<file path="src/rtl/ct_f_spsram_access_ctrl.sv">
// Initiator-side access controller for a single-port SRAM macro.
// Turns a valid/ready request stream into CEN/GWEN/WEN/A/D pin activity,
// returns read data through a 2-entry response buffer and zero-fills the
// array after reset when INIT_EN is set.
//
// Handshake semantics (both channels): a transfer happens on a rising CLK
// edge where valid and ready are both high; valid never depends on ready.
// req_rdy may depend combinationally on req_wr and rsp_rdy.
module ct_f_spsram_access_ctrl #(
    parameter int ADDR_WIDTH = 11,
    parameter int DATA_WIDTH = 144,
    parameter bit INIT_EN    = 1'b1
) (
    input  logic                  CLK,
    input  logic                  RST,
    input  logic                  req_vld,
    output logic                  req_rdy,
    input  logic                  req_wr,
    input  logic [ADDR_WIDTH-1:0] req_addr,
    input  logic [DATA_WIDTH-1:0] req_wdata,
    input  logic [DATA_WIDTH-1:0] req_bmask,
    output logic                  rsp_vld,
    input  logic                  rsp_rdy,
    output logic [DATA_WIDTH-1:0] rsp_rdata,
    output logic                  init_done,
    output logic [ADDR_WIDTH-1:0] A,
    output logic                  CEN,
    output logic                  GWEN,
    output logic [DATA_WIDTH-1:0] WEN,
    output logic [DATA_WIDTH-1:0] D,
    input  logic [DATA_WIDTH-1:0] Q
);

    typedef enum logic {
        ST_INIT = 1'b0,
        ST_RUN  = 1'b1
    } state_t;

    localparam logic [ADDR_WIDTH-1:0] LAST_ADDR = '1;

    state_t                  state_q;
    state_t                  state_d;
    logic [ADDR_WIDTH-1:0]   sweep_q;
    logic                    rd_inflight_q;
    logic                    init_done_q;
    logic [DATA_WIDTH-1:0]   buf_q [2];
    logic                    wr_ptr_q;
    logic                    rd_ptr_q;
    logic [1:0]              cnt_q;

    logic                    is_run;
    logic                    pop;
    logic                    push;
    logic                    acc;
    logic [2:0]              occ;

    // Handshake and occupancy: reads are admitted only if the buffer can
    // still absorb every read already in flight plus this one.
    always_comb begin
        is_run    = (state_q == ST_RUN);
        rsp_vld   = !RST && (cnt_q != 2'd0);
        rsp_rdata = RST ? '0 : buf_q[rd_ptr_q];
        init_done = !RST && init_done_q;
        pop       = rsp_vld && rsp_rdy;
        push      = rd_inflight_q;
        occ       = {1'b0, cnt_q} + {2'b00, rd_inflight_q} - {2'b00, pop};
        req_rdy   = !RST && is_run && (req_wr || (occ < 3'd2));
        acc       = req_vld && req_rdy;
    end

    // Next state and SRAM pin drive; pins are idle whenever RST is high.
    always_comb begin
        state_d = state_q;
        CEN     = 1'b1;
        GWEN    = 1'b1;
        WEN     = '1;
        A       = '0;
        D       = '0;
        case (state_q)
            ST_INIT: begin
                if (sweep_q == LAST_ADDR) begin
                    state_d = ST_RUN;
                end
                if (!RST) begin
                    CEN  = 1'b0;
                    GWEN = 1'b0;
                    WEN  = '0;
                    A    = sweep_q;
                end
            end
            ST_RUN: begin
                if (!RST) begin
                    A = req_addr;
                    D = req_wdata;
                    if (acc) begin
                        CEN = 1'b0;
                        if (req_wr) begin
                            GWEN = 1'b0;
                            WEN  = ~req_bmask;
                        end
                    end
                end
            end
            default: begin
                state_d = ST_INIT;
            end
        endcase
    end

    // State register, zero-fill sweep counter and registered init_done.
    always_ff @(posedge CLK) begin
        if (RST) begin
            state_q     <= INIT_EN ? ST_INIT : ST_RUN;
            sweep_q     <= '0;
            init_done_q <= !INIT_EN;
        end else begin
            state_q     <= state_d;
            init_done_q <= (state_d == ST_RUN);
            if (state_q == ST_INIT && sweep_q != LAST_ADDR) begin
                sweep_q <= sweep_q + 1'b1;
            end
        end
    end

    // Read in flight: Q is valid during the cycle after the read edge.
    always_ff @(posedge CLK) begin
        if (RST) begin
            rd_inflight_q <= 1'b0;
        end else begin
            rd_inflight_q <= acc && !req_wr;
        end
    end

    // Two-entry in-order response buffer; push and pop may coincide.
    always_ff @(posedge CLK) begin
        if (RST) begin
            buf_q[0] <= '0;
            buf_q[1] <= '0;
            wr_ptr_q <= 1'b0;
            rd_ptr_q <= 1'b0;
            cnt_q    <= 2'd0;
        end else begin
            if (push) begin
                buf_q[wr_ptr_q] <= Q;
                wr_ptr_q        <= !wr_ptr_q;
            end
            if (pop) begin
                rd_ptr_q <= !rd_ptr_q;
            end
            cnt_q <= cnt_q + {1'b0, push} - {1'b0, pop};
        end
    end

endmodule

</file>
<file path="config.mk">
export PLATFORM = sky130hd
export DESIGN_NAME = ct_f_spsram_access_ctrl
export DESIGN_NICKNAME = d
export VERILOG_FILES = /design/src/rtl/ct_f_spsram_access_ctrl.sv
export SDC_FILE = /design/constraint.sdc
export NUM_CORES = 1
export LEC_CHECK = 0
export ABC_AREA = 0
export CAP_MARGIN = 20
export CORE_AREA = 2 2 352 354
export CTS_BUF_LIST = sky130_fd_sc_hd__clkbuf_16
export CTS_CLUSTER_SIZE = 28
export DETAILED_ROUTE_END_ITERATION = 16
export DIE_AREA = 0 0 354 356
export GPL_ROUTABILITY_DRIVEN = 0
export GPL_TIMING_DRIVEN = 0
export SKIP_CTS_REPAIR_TIMING = 1
export SLEW_MARGIN = 20
export SYNTH_ARGS = -nofsm -noshare
export SYNTH_HDL_FRONTEND = slang
export SYNTH_SLANG_ARGS = --single-unit
</file>
<file path="constraint.sdc">
create_clock -name CLK -period 19.2 [get_ports CLK]
set_clock_uncertainty 0.05 [all_clocks]
set_input_delay 1.92 -clock CLK [delete_from_list [all_inputs] [get_ports CLK]]
set_output_delay 1.92 -clock CLK [all_outputs]
set_load 0.01 [all_outputs]
</file>
==> flow_metrics.env <==
export IMPL_outcome="complete, no violations"
export IMPL_start_util_pct=12.7
export IMPL_setup_viol=0
export IMPL_clock_sinks=306
export IMPL_synthMuxAreaShare_pct=10.0
export IMPL_synth_simple_area_share_pct=22.7
export IMPL_leakage_nw=9.64
export IMPL_dpl_hpwl_um=121000
export IMPL_internal_power_mw=1.28
export IMPL_placedCellCount=3927
export IMPL_comb_power_share_pct=15.2
export IMPL_grt_pass1_wl_um=165000
export IMPL_fin_tns_setup_ps=0
export IMPL_ys_ff_latch=306
export IMPL_synthTopCellsByCount="and2_1, edfxtp_1, nor2_1"
export IMPL_synthArstFlopShare_pct=0
export IMPL_reg2reg_depth=5
export IMPL_rows=129
export IMPL_synth_fa_ha_area_share_pct=0.369
export IMPL_layoutNonFillerInstCount=4044
export IMPL_gr_total_overflow=0
export IMPL_rrSetupSlack_ps=16080
export IMPL_cts_tree="done"
export IMPL_htreeDepth=2
export IMPL_die_height_um=356
export IMPL_synth_top_family_by_area="simple AND/OR/NAND/NOR gates"
export IMPL_synth_compound_area_share_pct=5.43
export IMPL_hold_start="rd_ptr_q"
export IMPL_avgSynthCellArea_um2=11.3
export IMPL_routed_wl_um=136000
export IMPL_cp_arrival_ps=5190
export IMPL_powerDensity_mw_per_mm2=60.2
export IMPL_coreArea_mm2=0.123
export IMPL_worstHoldPathType="reg2reg"
export IMPL_fill_cells=13219
export IMPL_cp_end_kind="output pin"
export IMPL_grt_busiest_layer="met2"
export IMPL_clkLatencyLatePin_ps=560
export IMPL_ir_drop_mv=0.0645
export IMPL_io_buffers=894
export IMPL_yosysMostFrequentCell="and2_1"
export IMPL_slew_viol_final=0
export IMPL_grt_pass1_vias=14821
export IMPL_final_nets=2781
export IMPL_drt_pass1_iter_count=5
export IMPL_reg2reg_from="wr_ptr_q"
export IMPL_use_met1_pct=20.5
export IMPL_pin_count=896
export IMPL_syn_area_mm2=0.0156
export IMPL_antenna_found_initial=171
export IMPL_path_max_fanout=10
export IMPL_gr_usage_met3_pct=8.07
export IMPL_grt_use_met2_pct=36.8
export IMPL_yosys_area_top_type="edfxtp_1"
export IMPL_ant_nets=0
export IMPL_wl_per_cell_um=33.7
export IMPL_synth_ff_type="edfxtp_1"
export IMPL_synthXorXnorAreaFrac_pct=0.449
export IMPL_post_route_period_util_pct=37.3
export IMPL_slew_headroom_pct=34.2
export IMPL_path_clk_slew_ps=60
export IMPL_drt_initial_drc_count=1316
export IMPL_min_path_cells=2
export IMPL_synthCells=1386
export IMPL_grt_setup_unrepaired="false"
export IMPL_finalCriticalPeriod_ps=7160
export IMPL_clk_path_buf_depth=3
export IMPL_pwr_share_clk_pct=40.2
export IMPL_clock_fmax_mhz=140
export IMPL_path_class="in2out"
export IMPL_fp_dieW_um=354
export IMPL_synthToLayoutAreaGrowth_pct=80.4
export IMPL_netlist_top_cells_area="edfxtp_1, and2_1, mux2i_1, o21ai_0, nor2_1"
export IMPL_root_buffer="clkbuf_16"
export IMPL_dieArea_mm2=0.126
export IMPL_vias=15684
export IMPL_postSynthNetCount=1838
export IMPL_p_sw_mw=0.414
export IMPL_via_per_inst=3.88
export IMPL_drc_errors=0
export IMPL_hold_ws_ps=464
export IMPL_grt_max_degree=44
export IMPL_drive_gt1_share_pct=4.37
export IMPL_yosysSeqAreaShare_pct=57.8
export IMPL_worst_slew_pin_slew_ps=977
export IMPL_hold_viol=0
export IMPL_cp_data_required_time_ps=17230
export IMPL_yosysUniqueCellTypes=42
export IMPL_ys_warn_count=0
export IMPL_startpoint_type="primary input"
export IMPL_synth_top_area_share_pct=55.5
export IMPL_grt_usage_pct=20.7
export IMPL_power_share_switching_pct=24.4
export IMPL_maxCapViolations=0
export IMPL_seqPwrFrac_pct=44.6
export IMPL_numCtsBuffers=37
export IMPL_synth_edff_count=288
export IMPL_r2r_end="buf_q[1][96]"
## how the worst max path moves through the flow
stage	start	to	slack (ps)
global placement	push	buf_q[0][45]	6380
global route	req_vld	WEN[103]	12020
CTS	req_vld	WEN[103]	12080
finish	req_vld	WEN[103]	12040
detailed placement	req_vld	WEN[103]	12080
floorplan	push	buf_q[0][0]	11420
## worst max-delay path, cell delays in order
cell	delay, ps
clkdlybuf4s50_1	510
nand2_1	120
a21oi_2	690
buf_2	460
clkbuf_1	360
o21ai_0	470
clkdlybuf4s50_1	630
## final cells by class
cell class,instances,area [um^2],area share (%)
timing repair buffer,904,9190,32.7
sequential,306,9010,32.0
multi-input combinational,957,6090,21.6
tap,1637,2050,7.28
clock buffer,38,951,3.38
buffer,117,493,1.75
clock inverter,27,204,0.725
antenna,52,130,0.462
inverter,6,22.5,0.0800
## per-layer routing
layer  wire, um  vias up  share of wire (%)
li1           -     6693                  -
met1      45400     7515                 33
met2      69400     1072                 51
met3      13000      380                9.5
met4       8480       24                6.2
met5        161        -               0.12
## power groups by stage
| stage | clock network (mW) | registers [mW] | logic [mW] |
|---|---|---|---|
| global route | 0.722 | 0.756 | 0.267 |
| detailed placement | 0 | 0.769 | 0.257 |
| finish | 0.681 | 0.754 | 0.257 |
| CTS | 0.706 | 0.754 | 0.258 |
| floorplan | 0 | 0.771 | 0.0513 |
| global placement | 0 | 0.776 | 0.249 |
## through the flow
step	setup WS [ps]	power, mW	util [%]	cell area [um^2]
after detailed placement	12080	1.03	21.9	26900
after floorplan	11420	0.823	-	15600
final	12040	1.69	22.9	28100
after CTS	12080	1.72	22.8	28000
after global placement	6380	1.03	21.7	26600
after global routing	12020	1.75	22.9	28100
## layout by cell type, fill, tap and decap left out, types with 3 or more instances in the layout
| cell | count |
|---|---|
| clkinv_1 | 6 |
| inv_1 | 11 |
| buf_16 | 6 |
| mux2i_1 | 155 |
| buf_6 | 3 |
| clkbuf_16 | 38 |
| nand2_1 | 6 |
| ha_1 | 3 |
| a21oi_1 | 3 |
| clkbuf_2 | 5 |
| buf_12 | 4 |
| clkbuf_1 | 87 |
| buf_2 | 20 |
| edfxtp_1 | 288 |
| inv_6 | 5 |
| diode_2 | 52 |
| o21ai_0 | 144 |
| and2_1 | 435 |
| clkdlybuf4s50_1 | 894 |
| a211oi_1 | 3 |
| nor2b_1 | 3 |
| clkinv_2 | 4 |
| dfxtp_1 | 18 |
| nor2_1 | 171 |
| xnor2_1 | 7 |
## flip-flops by register name, indices dropped and copies added, names as in the netlist, named ones only
name and flops:
init_done_q 1, push 1, rd_ptr_q 1, sweep_q 11, buf_q 288, cnt_q 2
wr_ptr_q 1
## logic make-up after synthesis
kind of cell,after synthesis
simple gates,629
xor+xnor,8
mux,156
fa+ha+maj,4
buf+inv,123
compound gates,160
flops,306
Note: power is estimated with default switching activity, not from simulation.
